**config.mk**
```make
export PLATFORM = sky130hd
export DESIGN_NAME = uart_tx_arbiter
export DESIGN_NICKNAME = d
export VERILOG_FILES = /design/src/rtl/uart_arb_pkg.sv /design/src/rtl/rr_arbiter.sv /design/src/rtl/uart_tx_arbiter.sv
export SDC_FILE = /design/constraint.sdc
export NUM_CORES = 1
export LEC_CHECK = 0
export ABC_CLOCK_PERIOD_IN_PS = 4100
export BUFFER_PORTS_ARGS = -buffer_cell sky130_fd_sc_hd__buf_2
export CAP_MARGIN = 5
export CORE_UTILIZATION = 58
export DETAILED_ROUTE_END_ITERATION = 6
export MAX_ROUTING_LAYER = met4
export PLACE_DENSITY = 0.91
export SETUP_SLACK_MARGIN = 0.2
export SLEW_MARGIN = 5
export SYNTH_ARGS = -nofsm -noshare
export SYNTH_HDL_FRONTEND = slang
export SYNTH_HIERARCHICAL = 1
export SYNTH_SLANG_ARGS = --single-unit
```
**constraint.sdc**
```tcl
create_clock -name clk -period 4.1 [get_ports clk]
set_input_delay 0.615 -clock clk [delete_from_list [all_inputs] [get_ports clk]]
set_output_delay 0.615 -clock clk [all_outputs]
set_load 0.005 [all_outputs]
```
**src/rtl/uart_arb_pkg.sv**
```systemverilog
// uart_arb_pkg: state type and default timing limits shared by the UART transmit arbiter
package uart_arb_pkg;
   localparam int GAP_CYCLES_DEF  = 16;
   localparam int STALL_LIMIT_DEF = 1024;
   typedef enum logic [2:0] {IDLE, FETCH, START, WAIT_DONE, GAP} arb_state_e;
endpackage

```
**src/rtl/rr_arbiter.sv**
```systemverilog
// rr_arbiter: combinational round-robin pick of the first request at or after ptr, wrapping
module rr_arbiter #(
   parameter  int N  = 2,
   localparam int IW = (N > 1) ? $clog2(N) : 1
) (
   input  logic [N-1:0]  req,
   input  logic [IW-1:0] ptr,
   output logic [IW-1:0] idx,
   output logic          vld
);
   always_comb begin
      idx = '0;
      vld = 1'b0;
      // walk from farthest to nearest so the nearest hit wins
      for (int i = N - 1; i >= 0; i--) begin
         if (req[(int'(ptr) + i) % N]) begin
            idx = IW'((int'(ptr) + i) % N);
            vld = 1'b1;
         end
      end
   end
endmodule

```
**src/rtl/uart_tx_arbiter.sv**
```systemverilog
// uart_tx_arbiter: shares one UART transmitter between packet requesters with round-robin
// packet-level grants, inter-packet gap and stall-timeout abort
module uart_tx_arbiter
   import uart_arb_pkg::*;
#(
   parameter  int NUM_REQ     = 2,
   parameter  int GAP_CYCLES  = GAP_CYCLES_DEF,
   parameter  int STALL_LIMIT = STALL_LIMIT_DEF,
   localparam int IW          = (NUM_REQ > 1) ? $clog2(NUM_REQ) : 1
) (
   input  logic                    clk,
   input  logic                    rst,
   input  logic [NUM_REQ-1:0]      req_valid,
   input  logic [NUM_REQ-1:0][7:0] req_data,
   input  logic [NUM_REQ-1:0]      req_last,
   output logic [NUM_REQ-1:0]      req_ready,
   output logic [7:0]              tx_in,
   output logic                    tx_start,
   input  logic                    tx_done_tick,
   output logic [IW-1:0]           grant_id,
   output logic                    busy,
   output logic                    err_abort
);
   localparam int SW = $clog2(STALL_LIMIT + 1);
   localparam int GW = $clog2(GAP_CYCLES + 2);
   arb_state_e    state_q, state_d;
   logic [IW-1:0] grant_q, grant_d, ptr_q, ptr_d, arb_idx, ptr_nxt;
   logic [SW-1:0] stall_q, stall_d;
   logic [GW-1:0] gap_q, gap_d;
   logic [7:0]    tx_in_q, tx_in_d;
   logic          last_q, last_d, arb_vld;
   rr_arbiter #(.N(NUM_REQ)) u_rr (
      .req (req_valid),
      .ptr (ptr_q),
      .idx (arb_idx),
      .vld (arb_vld)
   );
   assign ptr_nxt  = (int'(grant_q) == NUM_REQ - 1) ? '0 : grant_q + 1'b1;
   assign grant_id = grant_q;
   assign tx_in    = tx_in_q;
   assign busy     = (state_q == FETCH) || (state_q == START) || (state_q == WAIT_DONE);
   always_comb begin
      state_d   = state_q;
      grant_d   = grant_q;
      ptr_d     = ptr_q;
      stall_d   = stall_q;
      gap_d     = gap_q;
      tx_in_d   = tx_in_q;
      last_d    = last_q;
      req_ready = '0;
      tx_start  = 1'b0;
      err_abort = 1'b0;
      case (state_q)
         IDLE: if (arb_vld) begin
            grant_d = arb_idx;
            stall_d = '0;
            state_d = FETCH;
         end
         FETCH: if (req_valid[grant_q]) begin
            req_ready[grant_q] = 1'b1;
            tx_in_d            = req_data[grant_q];
            last_d             = req_last[grant_q];
            stall_d            = '0;
            state_d            = START;
         end else if (int'(stall_q) + 1 >= STALL_LIMIT) begin
            err_abort = 1'b1;
            stall_d   = '0;
            gap_d     = '0;
            ptr_d     = ptr_nxt;
            state_d   = GAP;
         end else begin
            stall_d = stall_q + 1'b1;
         end
         START: begin
            tx_start = 1'b1;
            state_d  = WAIT_DONE;
         end
         WAIT_DONE: if (tx_done_tick) begin
            gap_d   = '0;
            ptr_d   = last_q ? ptr_nxt : ptr_q;
            state_d = last_q ? GAP : FETCH;
         end
         GAP: begin
            gap_d   = (int'(gap_q) + 1 >= GAP_CYCLES) ? gap_q : gap_q + 1'b1;
            state_d = (int'(gap_q) + 1 >= GAP_CYCLES) ? IDLE : GAP;
         end
         default: state_d = IDLE;
      endcase
   end
   always_ff @(posedge clk) begin
      if (rst) begin
         state_q <= IDLE;
         grant_q <= '0;
         ptr_q   <= '0;
         stall_q <= '0;
         gap_q   <= '0;
         tx_in_q <= 8'h00;
         last_q  <= 1'b0;
      end else begin
         state_q <= state_d;
         grant_q <= grant_d;
         ptr_q   <= ptr_d;
         stall_q <= stall_d;
         gap_q   <= gap_d;
         tx_in_q <= tx_in_d;
         last_q  <= last_d;
      end
   end
endmodule

```
# Word-level counts from Yosys, hierarchy flattened
# Index checks and enable logic that the tools add are counted.
# totals
word_cells,89
out_inout_bits,14
in_bits,23
latch_bits,0
rom_bits,0
mem_bits_rw,0
memories,0
ff_bits,30
# classes
n_lt_le_gt_ge,6
n_div,0
shifts,0
mux,45
mul,0
n_bitwise,1
eq_ne,11
add_sub_neg,6
reduce_logical,13
# ops
cell,n
$mux W11,3
$mux W1,23
$pmux W11 S2,1
$mux W5,4
$mux W3,6
$mux W8,2
$pmux W3 S5,1
$pmux W5 S3,1
$add A11 B1 Y12 const B,1
$ge A12 B11 Y1 const B,1
$add A11 B1 Y11 const B,1
$ne A2 B2 Y1 const B,5
$reduce_and A5 Y1,2
$add A5 B1 Y6 const B,1
$eq A3 B2 Y1 const B,2
$ge A6 B5 Y1 const B,1
$reduce_and A2 Y1,3
$add A5 B1 Y5 const B,1
$lt A1 B2 Y1 const B,2
$mux W2,2
$reduce_bool A2 Y1,2
$eq A3 B1 Y1 const B,1
$eq A3 B3 Y1 const B,1
$logic_not A3 Y1,1
12 further kinds,14

# Depth between registers and ports, before layout
# Gate-level depths: netlist (run 1).
# depth
word_depth,9
mapped_depth,8

# Modules after synthesis
# The synthesis (run 1) kept the hierarchy.
# modules_own_cells
mod,instances,cells_each,area_per_inst_um2
uart_tx_arbiter,1,202,1722.9
rr_arbiter,1,3,17.5

# Worst setup path before layout (run 1)
# Ideal clock, no wire load.
# synth_timing
path_kind,reg-to-output
start,register stall_q[0]
end,output err_abort
path_stages_with_launch,7
path_slack_ps,2160
required_ps,3485
arrival_time_ps,1325
cell_sequence,dfxtp_1 ha_1 and4_4 and3_4 buf_6 a21oi_1 nor2_1
# synth_between
elab_chain_cells,5
# synth_lines
item,line,source
"start, declared",uart_tx_arbiter.sv:28,"logic [SW-1:0] stall_q, stall_d;"
"start signal, assigned",uart_tx_arbiter.sv:103,stall_q <= stall_d;
$add A11 B1 Y12,uart_tx_arbiter.sv:65,end else if (int'(stall_q) + 1 >= STALL_LIMIT) begin
$ge A12 B11 Y1,uart_tx_arbiter.sv:65,
$mux W1,uart_tx_arbiter.sv:65,
$mux W1,uart_tx_arbiter.sv:59,FETCH: if (req_valid[grant_q]) begin
$mux W1,uart_tx_arbiter.sv:53,case (state_q)
"end, declared",uart_tx_arbiter.sv:22,output logic err_abort
# Every way passes these cells.

# Final worst setup path (run 1)
# layout_timing
start,register grant_q (netlist: grant_id)
end,output err_abort
# layout_between
elab_chain_cells,4
# layout_lines
item,line,source
"start, declared",uart_tx_arbiter.sv:27,"logic [IW-1:0] grant_q, grant_d, ptr_q, ptr_d, arb_idx, ptr_nxt;"
"start signal, assigned",uart_tx_arbiter.sv:101,grant_q <= grant_d;
$mux W1 (implied by the code) (2 in a row),uart_tx_arbiter.sv:59,
$mux W1,uart_tx_arbiter.sv:59,
$mux W1,uart_tx_arbiter.sv:53,
# Every way passes these cells. The select of a mux whose other input is x is not followed.

==> flow_metrics.py, run 1 <==
metrics = {
    "outcome": {
        "outcome": "finished, violations left",
        "violations": "design-rule violations",
    },
    "power_and_ir_drop": {
        "netSwitchingFraction_pct": 29.4,
        "p_per_area_nw_per_um2": 426,
        "clockPowerShare_pct": 37.6,
        "switching_power_w": 0.000250,
        "p_seq_share_pct": 40.8,
        "leakagePower_nw": 0.792,
        "power.total_w": 0.000850,
        "p_comb_share_pct": 21.6,
        "ir_worst_vdd_mv": 0.267,
        "power.internal_w": 0.000601,
    },
    "sta": {
        "finalSetupViolCount": 0,
        "final-hold-violation-count": 0,
        "worst_clock_skew_ps": 10.4,
        "period_minus_slack_ps": 2710,
        "worst_pin_slew_ps": 1070,
        "fin_crit_sh_pct": 66.1,
        "rsz0062_at_grt": "false",
        "drv_slew": 0,
        "timing.fmax_ghz": 0.369,
        "setup_tns_ps": 0,
        "slew_headroom_pct": 28.5,
    },
    "synthesis": {
        "syn_area_per_cell_um2": 8.49,
        "synth_top_area_share_pct": 34.5,
        "synthFlopType": "dfxtp_1",
        "ys_seq_area_share_pct": 34.5,
        "synth-seq-cells": 30,
        "async_flop_share_pct": 0,
        "synth_cells": 205,
        "synth_nets": 230,
        "yosysMostFrequentCell": "dfxtp_1",
        "synthTopCellsByCount": "30 x dfxtp_1, 21 x nor2_1, 15 x mux2i_1",
        "synth.cell_area_um2": 1740,
        "synthDistinctLibCells": 53,
        "synth-edff-count": 0,
        "synth_area_leaders": "dfxtp_1 35%, mux2i_1 8.6%, a211oi_1 4.7%, nor2_1 4.5%, a21oi_1 3.5%",
        "yosys_warnings": 6,
        "yosys.area.top_type": "dfxtp_1",
    },
    "floorplan": {
        "coreArea_um2": 2810,
        "start_util_pct": 62.0,
        "die-width_um": 56.8,
        "row_count": 19,
        "dieArea_um2": 3220,
        "die_y_um": 56.8,
        "ioPinCount": 37,
    },
    "clock_tree": {
        "htreeDepth": 2,
        "cts_buffers": 5,
        "postCtsHoldBufs": 0,
        "cts_tree": "built",
        "post_cts_buffers": 0,
        "path_clk_slew_ps": 110,
        "insertion_delay_ps": 350,
        "ctsResizeCount": 0,
        "clk_root_buffer_cell": "clkbuf_4",
        "clock_sinks": 30,
        "clockBufferDepth": 2,
    },
    "worst_hold_path": {
        "hp-class": "flip-flop to flip-flop",
    },
    "critical_path": {
        "critical_path.cell_chain": "mux2i_1 > nand2_1 > nor2_1 > buf_2",
        "cp-start-kind": "flip-flop",
        "crit_fanout": 15,
        "endpoint_kind": "primary output",
        "worstPathRequired_ps": 3480,
        "worstSetupPathType": "flip-flop to primary output",
        "slowest_stage": "dfxtp_1",
        "critPathArrivalTime_ps": 2100,
        "critPathMaxStageDelay_ps": 760,
    },
    "route": {
        "wire_per_inst_um": 14.7,
        "drc": 2,
        "dr.pass1.iters": 6,
        "vias": 1624,
        "viasPerCell": 6.08,
        "dr.first_iter.drc_count": 52,
        "ant_nets": 0,
        "drt-total-wl_um": 3930,
    },
    "global_route": {
        "grt-ovfl-total": 0,
        "grt_max_degree": 28,
        "grt_pass1_vias": 1474,
        "grt_pass1_wl_um": 6530,
        "grt_use_total_pct": 27.3,
        "antenna_found_initial": 0,
    },
    "finish": {
        "final_layout_size_suffix_gt1_share_pct": 23.3,
        "n_fill_cell": 216,
        "syn_to_final_growth_pct": 14.7,
        "nets": 260,
        "antenna-diode-count": 0,
    },
    "place": {
        "routabilityCongestion": 0.903,
        "port-buffer-count": 36,
        "hpwl_um": 2650,
    },
    "run": {
        "drv_cap": 0,
    },
}
## cells in the final DEF (no fill, tap or decap), drive strengths merged, types with 6 or more instances in the layout
| master | instances |
|---|---|
| clkbuf | 6 |
| nor2 | 21 |
| inv | 10 |
| nand2 | 10 |
| nand3 | 11 |
| mux2i | 15 |
| nor3 | 7 |
| buf | 36 |
| a21oi | 14 |
| o21ai | 8 |
| and3 | 6 |
| dfxtp | 30 |
| a211oi | 11 |
## state kept, by name, summed over array words and instances (netlist names)
register,count
tx_in,8
gap_q,5
last_q,1
ptr_q,1
grant_id,1
stall_q,11
state_q,3
## power groups by stage
stage | clock (W) | sequential [W] | combinational (W)
finish | 0.000320 | 0.000347 | 0.000183
global route | 0.000337 | 0.000351 | 0.000201
detailed placement | 0 | 0.000351 | 0.000178
global placement | 0 | 0.000352 | 0.000171
CTS | 0.000320 | 0.000345 | 0.000182
floorplan | 0 | 0.000334 | 0.000145
## path summary, 6_finish.rpt
path / from / to / slack (ps) / cells past startpoint
setup / recovery: grant_id$_SDFFE_PP0P_ / err_abort / 1390 / 4
hold / removal: stall_q[9]$_SDFFE_PP0P_ / stall_q[9]$_SDFFE_PP0P_ / 460 / 1
setup reg to reg: grant_id$_SDFFE_PP0P_ / ptr_q$_SDFFE_PP0P_ / 1570 / 5
hold reg to reg: stall_q[9]$_SDFFE_PP0P_ / stall_q[9]$_SDFFE_PP0P_ / 460 / 1
## critical path: cells and delay by family, from the launching register on
kind                   cells  cell delay (ps)
AND/OR/NAND/NOR            2              420
multiplexers               1              440
buffers and inverters      1              130
flip-flops                 1              760
## through the flow
step / util, % / hold slack, ps / cell area (um2) / worst slack, ps / cells
3_5_place_dp: 67.2 / 449 / 1890 / 1660 / 259
3_3_place_gp: 67.2 / 445 / 1890 / 1860 / 259
6_report: 71.2 / 461 / 2000 / 1390 / 267
2_1_floorplan: - / 431 / 1740 / 2160 / 205
5_1_grt: 71.2 / 479 / 2000 / 1290 / 267
4_1_cts: 71.2 / 464 / 2000 / 1430 / 267
## routing by layer
metal  up-vias  share of wire, %  global-route usage (%)
met4         0               1.8                    10.8
met1       732                45                    31.7
met2        66                48                    44.9
met5         -                 0                       -
li1        818                 -                       -
met3         8               5.8                    7.14
## area by class of cell
class	instances	area [um2]	area share, %
flip-flops and latches	30	601	30.1
multi-input cells	152	1030	51.5
clock inverters	2	60.1	3.01
clock buffers	6	51.3	2.57
repair buffers	36	180	9.02
well taps	31	38.8	1.94
inverters	10	37.5	1.88
## cells by family after synthesis
| logic type | Yosys count | share of synthesized area [%] |
|---|---|---|
| AND/OR/NAND/NOR | 81 | 25.4 |
| AO/OA/AOI/OAI | 53 | 22.9 |
| flip-flops | 30 | 34.5 |
| buffers and inverters | 23 | 6.69 |
| multiplexers | 15 | 8.63 |
| adder cells (fa/ha/maj) | 2 | 1.44 |
| XOR/XNOR | 1 | 0.503 |
Note: power is estimated with default switching activity, not from simulation.
==> run 2: changes to the inputs <==
Settings changed: ABC_AREA from default to 1, ABC_CLOCK_PERIOD_IN_PS 4100 to 2400, CORE_UTILIZATION 58 to 48, PLACE_DENSITY 0.91 to 0.82.
Clock period 4.1 ns to 2.4 ns, I/O delays scaled along.
==> run 2 against run 1 <==
Effect of this change:
- the run now ends clean
- synthesized area is 2.6% lower
- critical path type unchanged
- clock skew fell by 5.3 ps
- worst setup slack worse by 1000 ps
- clock power decreased by 2%
- via count grew 1.4%
- total power increased by 88%
- register-to-register slack worse by 870 ps
- routed wire length shrank 12%
- critical endpoint unchanged
==> flow_metrics.py, run 2 <==
metrics = {
    "power_and_ir_drop": {
        "ir_worst_vdd_mv": 0.432,
        "p_per_area_nw_per_um2": 810,
        "leakagePower_nw": 0.889,
    },
    "place": {
        "routabilityCongestion": 0.851,
        "hpwl_um": 2500,
        "place_inst": 318,
        "port-buffer-count": 36,
    },
    "floorplan": {
        "row_count": 21,
        "die_y_um": 61.4,
        "start_util_pct": 50.4,
        "ioPinCount": 37,
        "die-width_um": 61.4,
        "dieArea_um2": 3770,
        "coreArea_um2": 3360,
    },
    "sta": {
        "final-hold-violation-count": 0,
        "drv_slew": 0,
        "timing.fmax_ghz": 0.490,
        "setup_tns_ps": 0,
        "period_minus_slack_ps": 2040,
        "fin_crit_sh_pct": 85.1,
        "rsz0062_at_grt": "false",
        "slew_headroom_pct": 69.8,
        "worst_clock_skew_ps": 5.17,
        "worst_pin_slew_ps": 452,
        "finalSetupViolCount": 0,
    },
    "finish": {
        "nets": 304,
        "final_cell_mix": "58 x nand2_1, 36 x buf_2, 29 x dfxtp_1",
        "largest_reg_flops": 11,
        "final_common_cell": "nand2_1",
        "final_layout_size_suffix_gt1_share_pct": 27.1,
        "syn_to_final_growth_pct": 16.2,
        "fin_util_pct": 58.6,
        "largest-register": "stall_q",
        "antenna-diode-count": 0,
        "finalNonFillerCells": 326,
    },
    "critical_path": {
        "critPathArrivalTime_ps": 1680,
        "slowest_stage": "dfxtp_1",
        "cp-start-kind": "flip-flop",
        "crit_buf_inv": 2,
        "worstSetupPathType": "flip-flop to primary output",
        "path_delay_family": "flip-flops",
        "worstPathRequired_ps": 2040,
        "critPathMaxStageDelay_ps": 610,
        "r2r_slack_ps": 700,
        "crit_fanout": 14,
        "critical_path.cell_chain": "o21ai_0 > nor2_2 > nand2_1 > inv_1 > buf_2",
        "endpoint_kind": "primary output",
    },
    "synthesis": {
        "synthFlopType": "dfxtp_1",
        "synth.cell_area_um2": 1700,
        "synth-seq-cells": 30,
        "yosys_warnings": 6,
        "synth_cells": 242,
        "synthTopCellsByCount": "59 x nand2_1, 30 x dfxtp_1, 27 x nor2_1",
        "ys_seq_area_share_pct": 35.4,
        "yosysMostFrequentCell": "nand2_1",
        "synth-edff-count": 0,
        "async_flop_share_pct": 0,
        "synthDistinctLibCells": 32,
        "synth_nets": 267,
        "yosys.area.top_type": "dfxtp_1",
        "syn_area_per_cell_um2": 7.01,
        "synth_area_leaders": "dfxtp_1 35%, nand2_1 13%, nor2_1 6.0%, o21ai_0 4.7%, inv_1 4.0%",
        "synth_top_area_share_pct": 35.4,
    },
    "route": {
        "ant_nets": 0,
        "vias": 1646,
        "viasPerCell": 5.05,
        "wire_per_inst_um": 10.5,
        "drc": 0,
        "dr.pass1.iters": 4,
        "dr.first_iter.drc_count": 70,
        "drt-total-wl_um": 3440,
    },
    "clock_tree": {
        "clock_sinks": 30,
        "postCtsHoldBufs": 0,
        "cts_buffers": 5,
        "path_clk_slew_ps": 90,
        "clk_root_buffer_cell": "clkbuf_4",
        "clockBufferDepth": 2,
        "cts_tree": "built",
        "post_cts_buffers": 0,
        "ctsResizeCount": 0,
        "htreeDepth": 2,
        "insertion_delay_ps": 330,
    },
    "global_route": {
        "antenna_found_initial": 0,
        "grt_use_total_pct": 21.0,
        "grt-ovfl-total": 0,
        "grt_max_degree": 20,
        "grt_pass1_wl_um": 5620,
        "grt_pass1_vias": 1345,
    },
    "worst_hold_path": {
        "hp-class": "primary input to flip-flop",
    },
    "outcome": {
        "outcome": "complete, no violations",
    },
    "run": {
        "drv_cap": 0,
    },
}
-- run 2: changes by cell type after synthesis, sizes merged, moves of 8 or more --
cell / before / now
a211oi: 11 / 0
nor2: 21 / 37
inv: 10 / 24
o21ai: 8 / 16
mux2i: 15 / 2
nand4: 1 / 9
nand2: 10 / 66
-- run 2: power by group --
part,switching [W],internal [W],total [W]
logic,0.000363,0.000228,0.000591
clock network,0.000172,0.000142,0.000314
registers,0.0000993,0.000592,0.000691
-- run 2: area by class of cell --
cell class,instances,area [um2]
Clock inverter,1,5.00
Clock buffer,7,55.1
Tap cell,46,57.6
Fill cell,334,1390
Sequential cell,30,602
Inverter,24,90.1
Multi-Input combinational cell,182,980
Timing Repair Buffer,36,180
-- run 2: stage by stage --
stage	setup WS, ps	total power, W	instance area (um2)	hold slack [ps]
finish	358	0.00160	1970	281
global route	200	0.00173	1970	268
CTS	299	0.00160	1970	269
detailed placement	686	0.00129	1910	459
global placement	734	0.00128	1910	454
floorplan	874	0.00115	1700	439
-- run 2: worst paths after layout --
path                            cells past startpoint                     to                   from
worst min register to register                      2     ptr_q$_SDFFE_PP0P_     ptr_q$_SDFFE_PP0P_
worst min-delay path                                3  tx_in[7]$_SDFFE_PP0P_            req_data[7]
worst max-delay path                                5              err_abort  grant_id$_SDFFE_PP0P_
worst max register to register                      6  tx_in[1]$_SDFFE_PP0P_  grant_id$_SDFFE_PP0P_
-- run 2: kinds of logic (layout without fill, tap and decap cells) --
family	after synthesis	count (layout)	share of synthesized area, %
buffers and inverters	30	68	6.94
muxes	2	2	1.18
and+or+nand+nor	136	136	39.6
xor gates and xnor gates	6	6	3.10
DFF	30	30	35.4
AOI/OAI and AO/OA	36	36	12.3
adders and majority gates	2	2	1.48
-- run 2: layer usage --
metal	global-route usage, %	share of wire (%)
met5	-	0
met1	27.3	50
met4	7.62	1.4
met3	5.88	4.3
met2	31.1	45
-- run 2: worst reg2reg max path: stages, from the launching register on --
cell	delay, ps
dfxtp_1	610
nand2_1	120
o21ai_0	180
nand2_2	190
inv_2	260
o21ai_0	120
a31oi_1	170
